==> config.mk <==
export PLATFORM = sky130hd
export DESIGN_NAME = or_sticky_n
export DESIGN_NICKNAME = d
export VERILOG_FILES = /design/src/rtl/or_sticky_n.sv
export SDC_FILE = /design/constraint.sdc
export NUM_CORES = 1
export LEC_CHECK = 0
export CAP_MARGIN = 20
export CELL_PAD_IN_SITES_DETAIL_PLACEMENT = 1
export CELL_PAD_IN_SITES_GLOBAL_PLACEMENT = 2
export CORE_UTILIZATION = 29
export CTS_BUF_LIST = sky130_fd_sc_hd__clkbuf_8
export DETAILED_ROUTE_END_ITERATION = 8
export GPL_ROUTABILITY_DRIVEN = 0
export GPL_TIMING_DRIVEN = 0
export PLACE_DENSITY_LB_ADDON = 0.1
export SYNTH_ARGS = -nofsm -noshare
export SYNTH_HDL_FRONTEND = slang
export SYNTH_SLANG_ARGS = --single-unit
==> constraint.sdc <==
create_clock -name clock -period 1.8 [get_ports clock]
set_input_delay 0.18 -clock clock [delete_from_list [all_inputs] [get_ports clock]]
set_output_delay 0.18 -clock clock [all_outputs]
set_load 0.02 [all_outputs]
==> src/rtl/or_sticky_n.sv <==
// or_sticky_n: N-input sticky OR aggregator with a four-phase req/ack port.
// Each input event sets a pending bit that holds until it is captured into
// the snapshot vector handed to the consumer. Events on a bit that is
// already pending are counted as lost and reported through ovf.
//
// Build option:
//   OR_STICKY_EDGE_EN  defined     -> rising edges of x are events
//                      not defined -> every cycle with x[i]=1 is an event
module or_sticky_n #(
    parameter int unsigned N = 8
) (
    input  logic         clock,
    input  logic         reset_,
    input  logic [N-1:0] x,
    input  logic [N-1:0] mask,
    output logic         req,
    input  logic         ack,
    output logic [N-1:0] vec,
    output logic         ovf,
    output logic         any
);

    localparam logic [1:0] IDLE    = 2'd0;
    localparam logic [1:0] REQ     = 2'd1;
    localparam logic [1:0] WAITLOW = 2'd2;

    logic [1:0]   state;
    logic [1:0]   state_next;
    logic [N-1:0] pending;
    logic [N-1:0] pending_next;
    logic [N-1:0] ev;
    logic [N-1:0] hit;
    logic [N-1:0] clr;
    logic         lost;
    logic         lost_next;
    logic         take;

`ifdef OR_STICKY_EDGE_EN
    logic [N-1:0] x_q;

    // Previous input sample for rising-edge detection.
    always_ff @(posedge clock or negedge reset_) begin
        if (!reset_) begin
            x_q <= '0;
        end else begin
            x_q <= x;
        end
    end

    // Only a 0->1 transition is an event; a held level counts once.
    always_comb begin
        ev = x & ~x_q;
    end
`else
    // Level mode: every cycle with the input high is an event.
    always_comb begin
        ev = x;
    end
`endif

    // Capture decision and next-state values for pending/lost/FSM.
    always_comb begin
        hit          = pending & mask;
        take         = (state == IDLE) && (hit != '0);
        clr          = take ? hit : '0;
        // A new event on a bit being cleared this cycle stays pending.
        pending_next = (pending & ~clr) | ev;
        lost_next    = (lost & ~take) | (|(ev & pending));
        state_next   = state;
        case (state)
            IDLE:    if (take) state_next = REQ;
            REQ:     if (ack)  state_next = WAITLOW;
            WAITLOW: if (!ack) state_next = IDLE;
            default: state_next = IDLE;
        endcase
    end

    // Sticky event bookkeeping and the registered status output.
    always_ff @(posedge clock or negedge reset_) begin
        if (!reset_) begin
            pending <= '0;
            lost    <= 1'b0;
            any     <= 1'b0;
        end else begin
            pending <= pending_next;
            lost    <= lost_next;
            any     <= |(pending_next & mask);
        end
    end

    // Handshake FSM; vec/ovf only change at the capture edge in IDLE.
    always_ff @(posedge clock or negedge reset_) begin
        if (!reset_) begin
            state <= IDLE;
            req   <= 1'b0;
            vec   <= '0;
            ovf   <= 1'b0;
        end else begin
            state <= state_next;
            if (take) begin
                vec <= hit;
                ovf <= lost;
                req <= 1'b1;
            end else if (state == REQ && ack) begin
                req <= 1'b0;
            end
        end
    end

`ifndef SYNTHESIS
    // The snapshot must not move while the consumer may be sampling it.
    a_snapshot_stable: assert property (
        @(posedge clock) disable iff (!reset_)
        req |=> (!req || ($stable(vec) && $stable(ovf))));

    // req is high exactly in the REQ state.
    a_req_state: assert property (
        @(posedge clock) disable iff (!reset_)
        req == (state == REQ));

    // The FSM never reaches the unused encoding.
    a_state_legal: assert property (
        @(posedge clock) disable iff (!reset_)
        state != 2'd3);
`endif

endmodule

[Word level (Yosys, flattened, before mapping)]
Index checks and enable logic that the tools add are counted.
Cells by class
  eq/ne operators: 5
  bitwise logic cells: 9
  mux-type cells: 7
  reductions and logical operators: 8
Operators with widths (count)
  $and 8x8->8: 4
  $reduce_or 8->1: 2
  $mux 8: 1
  $not 8->8: 1
  $or 8x8->8: 1
  $reduce_bool 8->1: 1
  $mux 2: 3
  $ne 2x2->1 const B: 3
  $pmux 2 s3: 1
  $reduce_and 3->1: 1
  $eq 2x1->1 const B: 1
  $eq 2x2->1 const B: 1
  $logic_and 1x1->1: 2
  $logic_not 2->1: 1
  $mux 1: 2
  $reduce_bool 2->1: 1
  $and 1x1->1: 1
  $not 1->1: 1
  $or 1x1->1: 1
Word-level totals
  bits in registers: 22
  input bits: 19
  output and inout port bits: 11

[Depth between registers and ports, before layout]
Gate-level depths: netlist (run 1).
  word-level depth: 9
  depth in mapped cells: 6
  mapped depth without buffers: 5

[Worst setup path after synthesis (run 1)]
No wires, ideal clock.
  path kind: reg-to-reg
  from: reg state[0]
  to: reg any
  data arrival time: 1136 ps
  clock period less this slack: 1271 ps
  data required time: 1665 ps
  slack: 529 ps
  cell stages (with the launch flop): 7
  cells stage by stage: dfrtp_1 > or2_1 > buf_2 > nor2_1 > o21ai_0 > a22oi_1 > nand4_1
On the way
  word-level cells in the longest chain between the ends: 8
RTL lines
  start, declared: RTL line 27  | logic [1:0] state;
  start signal, assigned: RTL line 99  | state <= state_next;
  $logic_not 2->1: RTL line 64  | take = (state == IDLE) && (hit != '0);
  $logic_and 1x1->1: RTL line 64
  $mux 8: RTL line 65  | clr = take ? hit : '0;
  $not 8->8: RTL line 67  | pending_next = (pending & ~clr) | ev;
  $and 8x8->8: RTL line 67
  $or 8x8->8: RTL line 67
  $and 8x8->8: RTL line 87  | any <= |(pending_next & mask);
  $reduce_or 8->1: RTL line 87
  end signal, assigned: RTL line 87
  end, declared: RTL line 20  | output logic any
No other way between the ends.
A chain may end at the register's enable or synchronous reset.

[Worst setup path in the final report (run 1)]
  from: reg pending[5]
  to: reg state[0]
On the way
  word-level cells in the longest chain between the ends: 5
RTL lines
  start, declared: RTL line 29  | logic [N-1:0] pending;
  start signal, assigned: RTL line 85  | pending <= pending_next;
  $and 8x8->8: RTL line 63  | hit = pending & mask;
  $reduce_bool 8->1: RTL line 64
  $logic_and 1x1->1: RTL line 64
  $ne 2x2->1 (no source line)
  $reduce_and 3->1 (no source line)
No other way between the ends.

==> results of run 1 <==
[layout by cell type, fill, tap and decap left out]
cell,n
dfrtp_1,22
nor2_2,1
a21oi_1,1
o21ai_4,1
nand2_2,3
o21ai_1,1
o21a_2,1
a22o_1,1
or2_1,1
inv_1,1
nand4_4,2
buf_16,1
a221oi_1,1
clkdlybuf4s50_1,29
nand2_1,25
o21ai_0,15
buf_6,1
a22oi_1,6
bufinv_16,1
nor2_1,7
clkbuf_8,3
o21a_1,7
nand4_1,2
a21o_1,8
buf_2,1
nand2b_1,2
a32o_1,1
[kinds of logic (layout without fill, tap and decap cells)]
| group | count (synthesis) | count (layout) |
|---|---|---|
| flip-flops | 22 | 22 |
| buffers and inverters | 3 | 37 |
| AND/OR/NAND/NOR | 43 | 43 |
| AO/OA/AOI/OAI | 43 | 43 |
[Yosys cell counts]
library cell | n | area, sq um
a21o_1 | 8 | 60.1
a21oi_1 | 1 | 5.00
a221oi_1 | 1 | 8.76
a22o_1 | 1 | 8.76
a22oi_1 | 6 | 45.0
a32o_1 | 1 | 10.0
buf_2 | 1 | 5.00
buf_6 | 1 | 11.3
dfrtp_1 | 22 | 551
inv_1 | 1 | 3.75
nand2_1 | 25 | 93.8
nand2_2 | 3 | 18.8
nand2b_1 | 2 | 12.5
nand4_1 | 2 | 12.5
nand4_4 | 2 | 42.5
nor2_1 | 7 | 26.3
nor2_2 | 1 | 6.26
o21a_1 | 7 | 52.6
o21a_2 | 1 | 8.76
o21ai_0 | 15 | 75.1
o21ai_1 | 1 | 5.00
o21ai_4 | 1 | 16.3
or2_1 | 1 | 6.26
[final timing paths]
kind                                  from    endpoint  slack [ns]  depth (start not counted)
max in group asynchronous           reset_  pending[0]        1.30                          2
worst min-delay path                reset_         req        0.13                          1
min in group clock                     ack    state[1]        0.48                          3
worst max register to register  pending[5]    state[0]        0.32                          5
worst min register to register      vec[0]      vec[0]        0.48                          2
worst max-delay path            pending[5]    state[0]        0.32                          5
[cell type report]
type	instances	share of cell area
clock buffer	3	0.0270
buffer	2	0.0106
sequential	22	0.359
timing repair buffer	30	0.208
inverter	1	0.00245
multi-input combinational	86	0.336
clock inverter	1	0.0196
tap	46	0.0376
[registers in the layout, summed over array words and instances (netlist names)]
register	flops
pending	8
lost	1
any	1
ovf	1
state	2
req	1
vec	8
[routing by layer]
metal  track usage  vias up
li1              -      462
met1         0.178      448
met2         0.269       20
met3        0.0362        5
met4        0.0581        0
met5             0        -
[through the flow]
stage	cells	hold slack, ns	utilization	cell area, sq um
final	191	0.130	0.442	1530
after global placement	186	0.462	0.413	1430
after detailed placement	186	0.470	0.413	1430
after CTS	190	0.473	0.434	1500
after global routing	191	0.127	0.442	1530
after floorplan	111	-0.116	-	1080
[power breakdown]
part | internal, mW | switching, mW | leakage [nW]
sequential | 0.665 | 0.119 | 0.241
combinational | 0.459 | 0.550 | 0.336
clock | 0.297 | 0.169 | 0.0357
total | 1.42 | 0.839 | 0.613
==> qor.yml, run 1 <==
outcome: "complete, no violations"
postSynthCellCount: 111
drtIter0Drc: 16
peakVddDrop_mv: 0.568
yosysSeqAreaShare: 0.507
post_route_cells_drive_above_1_share: 0.103
synthAdderAreaFrac: 0
relSlewSlack: 0.784
rsz0062_at_grt: "false"
finalSetupViolations: 0
drt_wl_total_um: 2700
clock_path_buffers: 2
syn_area_sq_um: 1080
cts_sinks: 22
path_cells: "nand2_2, nand4_4, o21ai_4, buf_6, o21ai_0"
drc: 0
arrival_ns: 1.63
end_kind: "flip-flop"
crit_path_max_fanout: 10
total_power_mw: 2.26
grt_pass1_vias: 990
hpwlAfterDp_um: 2130
io_pins: 30
critical_path_class: "reg -> reg"
cpMaxStageDelayCell: "dfrtp_1"
crit_buf_inv: 1
grt_use_total: 0.153
antenna_found_initial: 0
wl_met1_um: 1210
fin_ws_ns: 0.323
synth-compound-area-share: 0.272
final.period_utilization: 0.821
wl_met3_um: 108
drv_cap: 0
cpLargestDelayFamily: "flip-flops"
start_util: 0.313
cts_max_level: 1
clock.fmax_mhz: 677
synth.avg_cell_area_sq_um: 9.77
vias_per_cell: 4.90
power_leakage_nw: 0.613
clk-insertion-delay-late_ns: 0.27
yosysWarnings: 0
clockRootBuffer: "clkbuf_8"
die_h_um: 63.2
ctsResizeCount: 0
slowest_delay_ns: 0.43
rows: 21
dr.pass1.iters: 4
synth_top_family_by_area: "compound AO/OA/AOI/OAI gates"
cts_buffers: 3
ys_ff_latch: 22
multi_input_area_sq_um: 514
worstPathRequired_ns: 1.95
core_area_sq_um: 3470
top_layer: "met4"
hold_violations: 0
nNetsFinal: 165
wl_met2_um: 1340
critPathLaunchType: "flip-flop"
cts_tree: "done"
synthMuxAreaShare: 0
area_growth_pct: 41.2
powerDensity_nw_per_um2: 1480
n_antenna_cell: 0
filler_cell_count: 419
ant_nets: 0
synth_fp_nets: 130
min_period_ns: 1.48
grt_first_pass_wirelength_um: 4640
cts_hold_buf: 0
die_w_um: 63.2
vias: 935
clk_pin_slew_ns: 0.08
port_buffers: 29
post_synth_num_cell_types: 23
tightest_slew_ns: 0.322
overflow: 0
layout.area.seq_sq_um: 551
dieArea_sq_um: 3990
synth-simple-area-share: 0.202
post-cts-setup-buffer-count: 0
fin_skew_ns: 0.00222
slew_viol_final: 0
place_ws_ns: 0.0402
hold_class: "in -> async"
wire_per_inst_um: 14.1
synth_xor_area_frac: 0
grt_max_degree: 23
finalSetupTns_ns: 0
No activity file was read; power rests on OpenSTA's default activity.
==> inputs of run 2 (changes only) <==
Settings changed: CORE_UTILIZATION 29 to 27.
Clock period 1.8 ns to 1.2 ns, I/O delays scaled along.
==> run 2 against run 1 <==
Compared with the run above:
- the flow now finishes with violations (negative setup slack)
- combinational power up 130%
- clock power up 17%
- worst hold slack better by 0.11 ns
- sequential power up 48%
- die area up 7.2%
- maximum frequency up 6.5%
- power up 79%
- count of clock-buffer cells in the layout up 1
- non-clock buffer count up 29
- global-route usage up 1.3 points
- wire length up 24%
- largest cell class is now multi-input combinational cells
- largest power group unchanged
==> qor.yml, run 2 (synthesized netlist as in run 1, its figures left out) <==
fin_ws_ns: -0.187
p_comb_frac: 0.577
grt_max_degree: 23
dr.pass1.iters: 4
grt_use_total: 0.167
wl_met3_um: 110
grt_pass1_vias: 1056
cts_max_level: 1
rsz0062_at_grt: "true"
fin_util: 0.491
drv_cap: 0
place_inst: 188
violations: "negative setup slack"
cts_hold_buf: 0
hpwlAfterDp_um: 2150
critical_path_class: "reg -> reg"
ant_nets: 0
switching_share: 0.392
total_power_mw: 4.04
clock_path_buffers: 2
seqPwrFrac: 0.288
peakVddDrop_mv: 0.534
overflow: 0
most-common-layout-cells: "buf_4 (23), dfrtp_1 (21), clkdlybuf4s50_1 (18), nand2_2 (17)"
final_cells: 223
cpMaxStageDelayCell: "dfrtp_1"
core_area_sq_um: 3740
place_area_sq_um: 1450
port_buffers: 29
clkPwrFrac: 0.136
path_cells: "buf_4, nor2_4, nand2_1, a21o_1, a22oi_1, nand4_1"
nNetsFinal: 195
hold_violations: 0
holdWs_ns: 0.245
place_ws_ns: -0.521
powerDensity_nw_per_um2: 2200
layout_commonest_cell: "buf_4"
post_route_cells_drive_above_1_share: 0.383
cts_buffers: 3
drt_wl_total_um: 3340
die_h_um: 65.4
antenna_found_initial: 0
arrival_ns: 1.53
rows: 22
grt_first_pass_wirelength_um: 5290
n_antenna_cell: 0
die_w_um: 65.4
vias: 1064
clk_pin_slew_ns: 0.09
start_util: 0.290
cts_sinks: 22
tightest_slew_ns: 0.643
area_growth_pct: 69.3
hold_class: "in -> async"
slew_viol_final: 0
relSlewSlack: 0.570
finalSetupViolations: 20
crit_path_max_fanout: 4
top_layer: "met4"
cts_tree: "done"
drtIter0Drc: 25
drc: 0
critPathLaunchType: "flip-flop"
vias_per_cell: 4.77
wl_met1_um: 1470
min_period_ns: 1.39
io_pins: 30
outcome: "finished, violations left"
dieArea_sq_um: 4280
final_area_sq_um: 1840
switchingPower_mw: 1.58
top_regs: "pending x8, vec x8, state x2"
clockRootBuffer: "clkbuf_8"
final.period_utilization: 1.16
fin_skew_ns: 0.00602
worstPathRequired_ns: 1.35
internal_power_mw: 2.45
slowest_delay_ns: 0.41
wl_met2_um: 1720
power_leakage_nw: 0.782
finalSetupTns_ns: -2.61
wire_per_inst_um: 15.0
clk-insertion-delay-late_ns: 0.27
clock.fmax_mhz: 721
end_kind: "flip-flop"
[run 2: power groups by stage]
stage          clock (mW)  sequential (mW)  combinational, mW
5_1_grt             0.588             1.20               2.51
3_3_place_gp            0             1.18               1.56
3_5_place_dp            0             1.20               1.60
4_1_cts             0.561             1.16               2.00
6_report            0.547             1.16               2.33
2_1_floorplan           0             1.36              0.784
[run 2: what timing repair did]
item                       4_1_cts  5_1_grt
gates resized for setup         23       21
setup endpoints to repair       31       20
pin swaps                       16       10
gates cloned                     2        0
setup buffers                   18       10
[run 2: path summary, 6_finish.rpt]
path / depth (start not counted) / slack (ns) / startpoint / end
worst max register to register: 6 / -0.19 / state[1] / any
min in group clock: 2 / 0.46 / ack / state[0]
worst min-delay path: 1 / 0.24 / reset_ / ovf
worst min register to register: 2 / 0.48 / vec[0] / vec[0]
max in group asynchronous: 2 / 0.45 / reset_ / state[0]
worst max-delay path: 6 / -0.19 / state[1] / any
[run 2: layout make-up]
class | instances | area, sq um
timing repair buffer | 59 | 541
sequential | 22 | 552
tap | 48 | 60.1
clock buffer | 4 | 55.1
inverter | 1 | 3.75
fill | 423 | 1910
multi-input combinational | 87 | 603
buffer | 2 | 22.5
[run 2: critical path: cells and delay by family (launching register included)]
kind / cells / cell delay, ns
compound gates: 2 / 0.38
buf+inv: 1 / 0.15
flops: 1 / 0.41
simple gates: 3 / 0.32
[run 2: metal layers]
layer / vias to the layer above / GRT usage
met5: - / 0
met4: 0 / 0.0489
met3: 4 / 0.0156
met2: 22 / 0.304
met1: 511 / 0.205
li1: 527 / -
